==> src/rtl/bp_me_cache_dma_mux.sv <==
// Merges per-bank L2 cache DMA channels onto one memory-side DMA channel.
// Round-robin packet grants, write data locked to one bank per block, read returns steered by a bank-ID FIFO.
module bp_me_cache_dma_mux #(
   parameter int num_banks_p            = 2,
   parameter int daddr_width_p          = 28,
   parameter int fill_width_p           = 64,
   parameter int block_size_in_fills_p  = 8,
   parameter int reads_outstanding_p    = 4,
   localparam int dma_pkt_width_lp      = daddr_width_p + 1
) (
   input  logic                                   clk_i,
   input  logic                                   reset_n_i,

   input  logic [num_banks_p*dma_pkt_width_lp-1:0] bank_dma_pkt_i,
   input  logic [num_banks_p-1:0]                  bank_dma_pkt_v_i,
   output logic [num_banks_p-1:0]                  bank_dma_pkt_ready_and_o,

   output logic [num_banks_p*fill_width_p-1:0]     bank_dma_data_o,
   output logic [num_banks_p-1:0]                  bank_dma_data_v_o,
   input  logic [num_banks_p-1:0]                  bank_dma_data_ready_and_i,

   input  logic [num_banks_p*fill_width_p-1:0]     bank_dma_data_i,
   input  logic [num_banks_p-1:0]                  bank_dma_data_v_i,
   output logic [num_banks_p-1:0]                  bank_dma_data_ready_and_o,

   output logic [dma_pkt_width_lp-1:0]             mem_dma_pkt_o,
   output logic                                    mem_dma_pkt_v_o,
   input  logic                                    mem_dma_pkt_ready_and_i,

   input  logic [fill_width_p-1:0]                 mem_dma_data_i,
   input  logic                                    mem_dma_data_v_i,
   output logic                                    mem_dma_data_ready_and_o,

   output logic [fill_width_p-1:0]                 mem_dma_data_o,
   output logic                                    mem_dma_data_v_o,
   input  logic                                    mem_dma_data_ready_and_i
);

   localparam int bank_id_w_lp = (num_banks_p > 1) ? $clog2(num_banks_p) : 1;
   localparam int idx_w_lp     = bank_id_w_lp + 1;
   localparam int cnt_w_lp     = $clog2(block_size_in_fills_p);
   localparam int ptr_w_lp     = (reads_outstanding_p > 1) ? $clog2(reads_outstanding_p) : 1;
   localparam int occ_w_lp     = $clog2(reads_outstanding_p + 1);

   typedef enum logic {e_ready = 1'b0, e_write = 1'b1} state_e;

   state_e                    r_state;
   logic [bank_id_w_lp-1:0]   r_rr_ptr;
   logic [bank_id_w_lp-1:0]   r_wr_bank;
   logic [cnt_w_lp-1:0]       r_wr_cnt;
   logic [cnt_w_lp-1:0]       r_rd_cnt;
   logic [bank_id_w_lp-1:0]   r_fifo [reads_outstanding_p];
   logic [ptr_w_lp-1:0]       r_fifo_wptr;
   logic [ptr_w_lp-1:0]       r_fifo_rptr;
   logic [occ_w_lp-1:0]       r_fifo_occ;

   logic [dma_pkt_width_lp-1:0] w_pkt [num_banks_p];
   logic [num_banks_p-1:0]      w_elig;
   logic                        w_gnt_v;
   logic [bank_id_w_lp-1:0]     w_gnt_id;
   logic                        w_gnt_write;
   logic                        w_pkt_hs;
   logic                        w_full;
   logic                        w_empty;
   logic [bank_id_w_lp-1:0]     w_head;
   logic                        w_push;
   logic                        w_pop;
   logic                        w_wr_hs;
   logic                        w_rd_hs;
   logic                        w_wr_last;
   logic                        w_rd_last;

   assign w_full  = (r_fifo_occ == occ_w_lp'(reads_outstanding_p));
   assign w_empty = (r_fifo_occ == '0);
   assign w_head  = r_fifo[r_fifo_rptr];

   // A read is only eligible while the return FIFO has room, so a blocked read never stalls a write.
   for (genvar b = 0; b < num_banks_p; b++) begin : g_bank
      assign w_pkt[b]  = bank_dma_pkt_i[b*dma_pkt_width_lp +: dma_pkt_width_lp];
      assign w_elig[b] = (r_state == e_ready) & bank_dma_pkt_v_i[b]
                       & (w_pkt[b][dma_pkt_width_lp-1] | ~w_full);
      assign bank_dma_pkt_ready_and_o[b]  = w_pkt_hs & (w_gnt_id == bank_id_w_lp'(b));
      assign bank_dma_data_o[b*fill_width_p +: fill_width_p] = mem_dma_data_i;
      assign bank_dma_data_v_o[b]         = ~w_empty & mem_dma_data_v_i & (w_head == bank_id_w_lp'(b));
      assign bank_dma_data_ready_and_o[b] = (r_state == e_write) & mem_dma_data_ready_and_i
                                          & (r_wr_bank == bank_id_w_lp'(b));
   end

   // Descending scan: the last hit written is the one closest to the RR pointer.
   always_comb begin
      logic [idx_w_lp-1:0] idx;
      idx      = '0;
      w_gnt_v  = 1'b0;
      w_gnt_id = '0;
      for (int i = num_banks_p - 1; i >= 0; i--) begin
         idx = {1'b0, r_rr_ptr} + idx_w_lp'(i);
         if (idx >= idx_w_lp'(num_banks_p))
            idx = idx - idx_w_lp'(num_banks_p);
         if (w_elig[idx[bank_id_w_lp-1:0]]) begin
            w_gnt_v  = reset_n_i;
            w_gnt_id = idx[bank_id_w_lp-1:0];
         end
      end
   end

   assign mem_dma_pkt_o   = w_pkt[w_gnt_id];
   assign mem_dma_pkt_v_o = w_gnt_v;
   assign w_pkt_hs        = w_gnt_v & mem_dma_pkt_ready_and_i;
   assign w_gnt_write     = mem_dma_pkt_o[dma_pkt_width_lp-1];
   assign w_push          = w_pkt_hs & ~w_gnt_write;

   assign mem_dma_data_o   = bank_dma_data_i[r_wr_bank*fill_width_p +: fill_width_p];
   assign mem_dma_data_v_o = (r_state == e_write) & bank_dma_data_v_i[r_wr_bank];
   assign w_wr_hs          = mem_dma_data_v_o & mem_dma_data_ready_and_i;
   assign w_wr_last        = (r_wr_cnt == cnt_w_lp'(block_size_in_fills_p - 1));

   assign mem_dma_data_ready_and_o = ~w_empty & bank_dma_data_ready_and_i[w_head];
   assign w_rd_hs                  = mem_dma_data_v_i & mem_dma_data_ready_and_o;
   assign w_rd_last                = (r_rd_cnt == cnt_w_lp'(block_size_in_fills_p - 1));
   assign w_pop                    = w_rd_hs & w_rd_last;

   always_ff @(posedge clk_i or negedge reset_n_i) begin
      if (!reset_n_i) begin
         r_state   <= e_ready;
         r_rr_ptr  <= '0;
         r_wr_bank <= '0;
         r_wr_cnt  <= '0;
      end else begin
         case (r_state)
            e_ready: begin
               if (w_pkt_hs) begin
                  r_rr_ptr <= (w_gnt_id == bank_id_w_lp'(num_banks_p - 1)) ? '0 : w_gnt_id + 1'b1;
                  if (w_gnt_write) begin
                     r_wr_bank <= w_gnt_id;
                     r_state   <= e_write;
                  end
               end
            end
            e_write: begin
               if (w_wr_hs) begin
                  r_wr_cnt <= w_wr_last ? '0 : r_wr_cnt + 1'b1;
                  if (w_wr_last)
                     r_state <= e_ready;
               end
            end
            default: r_state <= e_ready;
         endcase
      end
   end

   always_ff @(posedge clk_i or negedge reset_n_i) begin
      if (!reset_n_i) begin
         r_rd_cnt    <= '0;
         r_fifo_wptr <= '0;
         r_fifo_rptr <= '0;
         r_fifo_occ  <= '0;
         for (int i = 0; i < reads_outstanding_p; i++)
            r_fifo[i] <= '0;
      end else begin
         if (w_rd_hs)
            r_rd_cnt <= w_rd_last ? '0 : r_rd_cnt + 1'b1;
         if (w_push) begin
            r_fifo[r_fifo_wptr] <= w_gnt_id;
            r_fifo_wptr <= (r_fifo_wptr == ptr_w_lp'(reads_outstanding_p - 1)) ? '0 : r_fifo_wptr + 1'b1;
         end
         if (w_pop)
            r_fifo_rptr <= (r_fifo_rptr == ptr_w_lp'(reads_outstanding_p - 1)) ? '0 : r_fifo_rptr + 1'b1;
         case ({w_push, w_pop})
            2'b10:   r_fifo_occ <= r_fifo_occ + 1'b1;
            2'b01:   r_fifo_occ <= r_fifo_occ - 1'b1;
            default: r_fifo_occ <= r_fifo_occ;
         endcase
      end
   end

`ifndef SYNTHESIS
   a_no_overflow:  assert property (@(posedge clk_i) disable iff (!reset_n_i) !(w_push && w_full));
   a_no_underflow: assert property (@(posedge clk_i) disable iff (!reset_n_i) !(w_pop && w_empty));
   a_state_known:  assert property (@(posedge clk_i) disable iff (!reset_n_i) !$isunknown(r_state));
   a_stray_return: assert property (@(posedge clk_i) disable iff (!reset_n_i) !(mem_dma_data_v_i && w_empty))
      else $warning("read return arrived with no outstanding read");
`endif

endmodule

==> config.mk <==
export PLATFORM = sky130hd
export DESIGN_NAME = bp_me_cache_dma_mux
export DESIGN_NICKNAME = d
export VERILOG_FILES = /design/src/rtl/bp_me_cache_dma_mux.sv
export SDC_FILE = /design/constraint.sdc
export NUM_CORES = 1
export LEC_CHECK = 0
export CAP_MARGIN = 20
export CORE_AREA = 2 2 193 195
export CTS_BUF_LIST = sky130_fd_sc_hd__clkbuf_16
export DETAILED_ROUTE_END_ITERATION = 8
export DIE_AREA = 0 0 195 197
export SLEW_MARGIN = 20
export SYNTH_ARGS = -nofsm -noshare
export SYNTH_HDL_FRONTEND = slang
export SYNTH_SLANG_ARGS = --single-unit
==> constraint.sdc <==
create_clock -name clk_i -period 2.7 [get_ports clk_i]
set_input_delay 0.54 -clock clk_i [delete_from_list [all_inputs] [get_ports clk_i]]
set_output_delay 0.54 -clock clk_i [all_outputs]
set_load 0.03 [all_outputs]
==> results of run 1 <==
==> stage by stage <==
| stage | worst slack, ns | utilization (%) | std cells | hold WS [ns] |
|---|---|---|---|---|
| after global routing | -0.298 | 18.5 | 1028 | 0.545 |
| after global placement | -0.766 | 16.9 | 1004 | 0.499 |
| after CTS | -0.230 | 18.0 | 1023 | 0.516 |
| final | -0.249 | 18.5 | 1028 | 0.513 |
| after floorplan | 0.0286 | - | 350 | 0.244 |
| after detailed placement | -0.797 | 16.9 | 1004 | 0.498 |
==> registers in the layout (all words and copies together), names as in the netlist <==
signal / cells
r_fifo: 4
r_fifo_occ: 3
r_rd_cnt: 3
r_wr_cnt: 3
r_fifo_rptr: 2
r_fifo_wptr: 2
r_rr_ptr: 1
r_state: 1
r_wr_bank: 1
==> power by group <==
group / leakage (nW) / internal [mW] / switching, mW
clock network: 0.0423 / 0.197 / 0.112
logic: 2.38 / 1.88 / 1.67
registers: 0.242 / 0.416 / 0.106
total: 2.66 / 2.49 / 1.89
==> layer usage <==
layer  vias to the layer above  GRT usage (%)
met5                         -              0
met4                         2           1.92
met3                        55           3.13
met2                       230           13.3
met1                      1487           7.35
li1                       1507              -
==> cell type report <==
class                           count  area [sq um]
Clock buffer                        3          75.1
Clock inverter                      1          3.75
Fill cell                        4025         29500
Inverter                            8          30.0
Multi-Input combinational cell    180          1940
Sequential cell                    20           502
Tap cell                          468           586
Timing Repair Buffer              348          3580
==> worst max-delay path by stage <==
| stage | cells after the start | start | slack [ns] | endpoint |
|---|---|---|---|---|
| 2_1_floorplan | 4 | bank_dma_pkt_i[28] | 0.03 | mem_dma_pkt_o[10] |
| 3_3_place_gp | 6 | bank_dma_pkt_i[28] | -0.77 | mem_dma_pkt_o[11] |
| 3_5_place_dp | 6 | bank_dma_pkt_i[28] | -0.80 | mem_dma_pkt_o[16] |
| 4_1_cts | 8 | r_fifo_occ[1] | -0.23 | mem_dma_pkt_o[20] |
| 5_1_grt | 8 | r_fifo_occ[1] | -0.30 | mem_dma_pkt_o[1] |
| 6_report | 8 | r_fifo_occ[1] | -0.25 | mem_dma_pkt_o[1] |
==> worst min-delay path: stages, from the launching register on <==
cell and delay [ns]:
dfrtp_1 0.35, o21ai_0 0.08, nand2_1 0.05
==> cell usage after synthesis, drive strengths merged <==
library cell	count
a2111oi	1
a211oi	1
a21o	1
a22o	2
a311oi	4
a31oi	4
and2	2
and3	1
and3b	1
and4b	2
buf	134
clkbuf	8
dfrtp	20
fa	1
ha	10
inv	8
mux2	102
mux2i	4
mux4	1
nand2	5
nand2b	3
nand3b	1
nand4b	1
nor2	15
nor2b	2
nor3	1
nor3b	3
nor4	1
nor4b	1
o211ai	1
o21ai	2
o2bb2ai	1
o311ai	2
or4b	1
xnor2	1
xor2	2
==> timing repair <==
action                     CTS  global route
pin swaps                    1             1
resized for setup          140            37
buffers inserted            15             7
cloned                       1             0
setup endpoints to repair   33            33
==> cells in the final DEF, fill, tap and decap left out, types with 2 or more instances in the layout <==
cell               n
a22o_1             2
a311oi_1           4
a31oi_1            4
and4b_1            2
buf_12            10
buf_4             31
buf_6             46
clkbuf_16          3
clkdlybuf4s50_1  255
dfrtp_1           19
ha_1               9
inv_1              9
mux2_2            73
mux2_4            29
mux2i_1            3
nand2_1            5
nand2b_1           3
nor2_1            15
o21ai_0            2
o311ai_0           2
xor2_1             2
==> logic make-up (layout without fill, tap and decap cells) <==
logic type,count (synthesis),count (layout),synth area share [%]
multiplexers,107,107,36.3
flip-flops,20,20,15.0
AND/OR/NAND/NOR,40,40,6.79
adder cells (fa/ha/maj),11,11,4.35
AO/OA/AOI/OAI,19,19,4.73
buffers and inverters,150,360,32.0
XOR/XNOR,3,3,0.788
==> impl_metrics.tcl, run 1 <==
set metrics [dict create \
    r2r_start "r_fifo[0]" \
    p_per_area_nw_per_um2 652 \
    start_util_pct 9.19 \
    rrSetupSlack_ns 0.26 \
    final.setup_skew_ns 0.00256 \
    r2r_cells 10 \
    period_share_pct 109 \
    critPathMostFrequentCell "buf_6" \
    wl_per_cell_um 15.0 \
    vias 3281 \
    grt_pass1_wl_um 20700 \
    postSynthAreaPerCell_sq_um 9.52 \
    worstPathRequired_ns 2.16 \
    grt_max_degree 32 \
    layout-drive-gt1-share_pct 37.0 \
    leakagePower_nw 2.66 \
    max_cap_viol_count 0 \
    antenna_found_initial 2 \
    rows 70 \
    syn_nets 622 \
    clk_path_buf_depth 2 \
    wl_met2_um 8100 \
    track_usage_pct 7.17 \
    worstMarginPinSlew_ns 0.402 \
    grt_overflow 0 \
    syn_area_sq_um 3330 \
    detail-route-antenna-nets 0 \
    syn_to_final_growth_pct 102 \
    synth_top_area_share_pct 34.5 \
    cts-root-buf "clkbuf_16" \
    cts_max_level 1 \
    dp_hpwl_um 13100 \
    holdPathEnd "r_wr_cnt[1]" \
    path_clk_slew_ns 0.06 \
    synth.lib_cells_used.distinct 38 \
    critPathKind "register to output pin" \
    postCtsHoldBufs 0 \
    dieArea_sq_um 38400 \
    finalNetCount 833 \
    finalPower_mw 4.38 \
    crit_path_max_fanout 4 \
    endpoint_kind "output pin" \
    design_area_sq_um 6720 \
    wirelength_um 15400 \
    clkSinkCount 20 \
    wl_met1_um 5200 \
    placed_area_sq_um 6110 \
    synthesis.instances 350 \
    maxSlewViolCount 0 \
    ys_seq_area_share_pct 15.0 \
    wl_met3_um 1730 \
    path_cells "or4b_4 > a211oi_4 > buf_6 > buf_16 > buf_8 > buf_6 > mux2_4 > buf_6" \
    fin_crit_ns 2.95 \
    die-height_um 197 \
    critPathTopFamily "buffers and inverters" \
    numCtsBuffers 3 \
    holdPathStages 2 \
    fmax_ghz 0.339 \
    slew_headroom_pct 72.9 \
    die_w_um 195 \
    dr.first_iter.drc_count 71 \
    highest_layer "met5" \
    cts_tree "yes" \
    setup_viol 31 \
    ys_warn_count 0 \
    drtPass1Iterations 4 \
    layout_setup_ws_ns -0.249 \
    clk_latency_ns 0.25 \
    cp.arrival_ns 2.41 \
    r2r-end "r_fifo_occ[2]" \
    startpoint_type "register" \
    yosys-top-cells-area "mux2_2 (34%), buf_4 (29%), dfrtp_1 (15%)" \
    pin_count 491 \
    core_sq_um 36300 \
    grt_pass1_vias 3511 \
    gp_congestion 0.736 \
    synth-seq-cells 20 \
    min_path_type "register to register" \
    max_stage_delay_ns 0.57 \
    violations "setup timing" \
    ir_worst_vdd_uv 219 \
    tns_ns -5.53 \
    path_buf_inv 5 \
    via_per_inst 3.19 \
    yosysTopAreaCell "mux2_2" \
    antenna_cells 0 \
    port_buffers 298 \
    status "finished, violations left" \
    crit_path_top_delay_cell "or4b_4" \
    grt_setup_unrepaired "true" \
    drc 0 \
    min_from "r_wr_cnt[1]" \
    hold_violations 0 \
]
No activity file was read; power rests on OpenSTA's default activity.
==> run 2: changes to the inputs <==
--- a/config.mk
+++ b/config.mk
@@ -5,11 +5,11 @@
 export SDC_FILE = /design/constraint.sdc
 export NUM_CORES = 1
 export LEC_CHECK = 0
-export CAP_MARGIN = 20
 export CORE_AREA = 2 2 193 195
 export CTS_BUF_LIST = sky130_fd_sc_hd__clkbuf_16
 export DETAILED_ROUTE_END_ITERATION = 8
 export DIE_AREA = 0 0 195 197
+export HOLD_SLACK_MARGIN = 0.05
 export SLEW_MARGIN = 20
 export SYNTH_ARGS = -nofsm -noshare
 export SYNTH_HDL_FRONTEND = slang
==> results of run 2 <==
Final layout, timing and power as in run 1 (identical DEF).
==> run 3: changes to the inputs <==
--- a/config.mk
+++ b/config.mk
@@ -10,6 +10,7 @@
 export DETAILED_ROUTE_END_ITERATION = 8
 export DIE_AREA = 0 0 195 197
 export HOLD_SLACK_MARGIN = 0.05
+export SETUP_SLACK_MARGIN = 0.4
 export SLEW_MARGIN = 20
 export SYNTH_ARGS = -nofsm -noshare
 export SYNTH_HDL_FRONTEND = slang
==> impl_metrics.tcl, run 3 (same netlist as run 1, synthesis figures left out) <==
set metrics [dict create \
    status "finished, violations left" \
    violations "setup timing" \
    maxSlewViolCount 0 \
    power_frac_comb_pct 79.2 \
    dp_hpwl_um 16700 \
    fmax_ghz 0.339 \
    path_clk_slew_ns 0.06 \
    final.setup_skew_ns 0.00298 \
    numCtsBuffers 3 \
    max_cap_viol_count 0 \
    most-common-layout-cells "clkdlybuf4s50_1 (192), mux2_2 (73), buf_4 (46)" \
    min_path_type "register to register" \
    path_cells "or4b_4 > a211oi_4 > buf_6 > buf_12 > buf_12 > buf_16 > mux2_4 > buf_6" \
    grt_pass1_wl_um 25900 \
    die-height_um 197 \
    ir_worst_vdd_uv 231 \
    detail-route-antenna-nets 0 \
    period_share_pct 109 \
    port_buffers 298 \
    dr.first_iter.drc_count 95 \
    swShare_pct 44.5 \
    start_util_pct 9.19 \
    crit_path_top_delay_cell "or4b_4" \
    max_stage_delay_ns 0.56 \
    slew_headroom_pct 62.2 \
    postCtsHoldBufs 0 \
    grt_max_degree 24 \
    highest_layer "met5" \
    core_sq_um 36300 \
    antenna_cells 0 \
    seq_power_share_pct 11.5 \
    cp.arrival_ns 2.41 \
    setup_viol 31 \
    die_w_um 195 \
    p_int_mw 2.44 \
    cts_tree "yes" \
    startpoint_type "register" \
    largest_register "r_fifo" \
    clkSinkCount 20 \
    leakagePower_nw 2.77 \
    syn_to_final_growth_pct 101 \
    worstMarginPinSlew_ns 0.559 \
    hold_violations 0 \
    layout_setup_ws_ns -0.254 \
    drtPass1Iterations 4 \
    switchingPower_mw 1.96 \
    layout-drive-gt1-share_pct 42.3 \
    crit_path_max_fanout 5 \
    worstPathRequired_ns 2.16 \
    clk_latency_ns 0.25 \
    grt_overflow 0 \
    p_per_area_nw_per_um2 657 \
    critPathKind "register to output pin" \
    pre_cts_ws_ns -0.668 \
    wirelength_um 19800 \
    cts_max_level 1 \
    place_inst 1002 \
    clk_path_buf_depth 2 \
    wl_per_cell_um 19.1 \
    power_frac_clock_pct 9.3 \
    track_usage_pct 9.50 \
    finalNetCount 843 \
    grt_pass1_vias 3512 \
    tns_ns -5.16 \
    fin_crit_ns 2.95 \
    wl_met1_um 8150 \
    wl_met3_um 2300 \
    drc 0 \
    cts-root-buf "clkbuf_16" \
    antenna_found_initial 1 \
    grt_setup_unrepaired "true" \
    fin_cells 1038 \
    wl_met2_um 8860 \
    final_common_cell "clkdlybuf4s50_1" \
    endpoint_kind "output pin" \
    largest_register_ffs 4 \
    pin_count 491 \
    gp_congestion 0.782 \
    dieArea_sq_um 38400 \
    vias 3339 \
    finalPower_mw 4.40 \
    via_per_inst 3.22 \
    rows 70 \
]
[run 3: power by group through the flow]
stage	Sequential, mW	Clock, mW	Combinational, mW
6_report	0.506	0.408	3.48
5_1_grt	0.526	0.432	3.71
4_1_cts	0.510	0.426	3.52
3_5_place_dp	0.566	0	3.26
3_3_place_gp	0.565	0	3.24
2_1_floorplan	0.491	0	2.28
[run 3: routing by layer]
| layer | global-route usage (%) | up-vias |
|---|---|---|
| met5 | 0 | - |
| met4 | 2.69 | 2 |
| met3 | 4.06 | 55 |
| met2 | 14.5 | 254 |
| met1 | 12.2 | 1505 |
| li1 | - | 1523 |
[run 3: worst max-delay path, delay by kind of cell, from the launching register on]
kind,cells,cell delay [ns]
flip-flops,1,0.38
buffers and inverters,5,0.64
AO/OA/AOI/OAI,1,0.27
multiplexers,1,0.31
AND/OR/NAND/NOR,1,0.56
[run 3: what timing repair did]
item                                    CTS  global route
pin swaps                                 7             7
resized for setup                       161            38
gates cloned                              3             0
hold endpoints to repair                  0             0
endpoints found under the setup margin  105            57
setup buffers                            25             4
[run 3: worst paths after layout]
kind                       depth (start not counted)  slack [ns]           start           endpoint
setup / recovery                                   8       -0.25   r_fifo_occ[1]  mem_dma_pkt_o[20]
max in group asynchronous                          2        1.71       reset_n_i          r_wr_bank
min in group asynchronous                          2        0.74       reset_n_i          r_fifo[0]
hold reg to reg                                    2        0.52     r_wr_cnt[1]        r_wr_cnt[1]
hold / removal                                     2        0.52     r_wr_cnt[1]        r_wr_cnt[1]
setup reg to reg                                  11        0.31  r_fifo_rptr[0]      r_fifo_occ[2]
[run 3: cell type report]
cell class / count / area, sq um
clock buffers: 3 / 75.1
clock inverters: 1 / 30.0
fillers: 4085 / 29600
inverters: 8 / 30.0
multi-input cells: 180 / 1930
flip-flops and latches: 20 / 504
well taps: 468 / 586
repair buffers: 358 / 3540
[run 3: per-stage QoR]
step | cell area, sq um | hold slack [ns] | util, %
final | 6690 | 0.518 | 18.5
after global routing | 6690 | 0.540 | 18.5
after CTS | 6700 | 0.526 | 18.5
after detailed placement | 6170 | 0.512 | 17.0
after global placement | 6170 | 0.490 | 17.0
after floorplan | 3470 | 0.244 | -
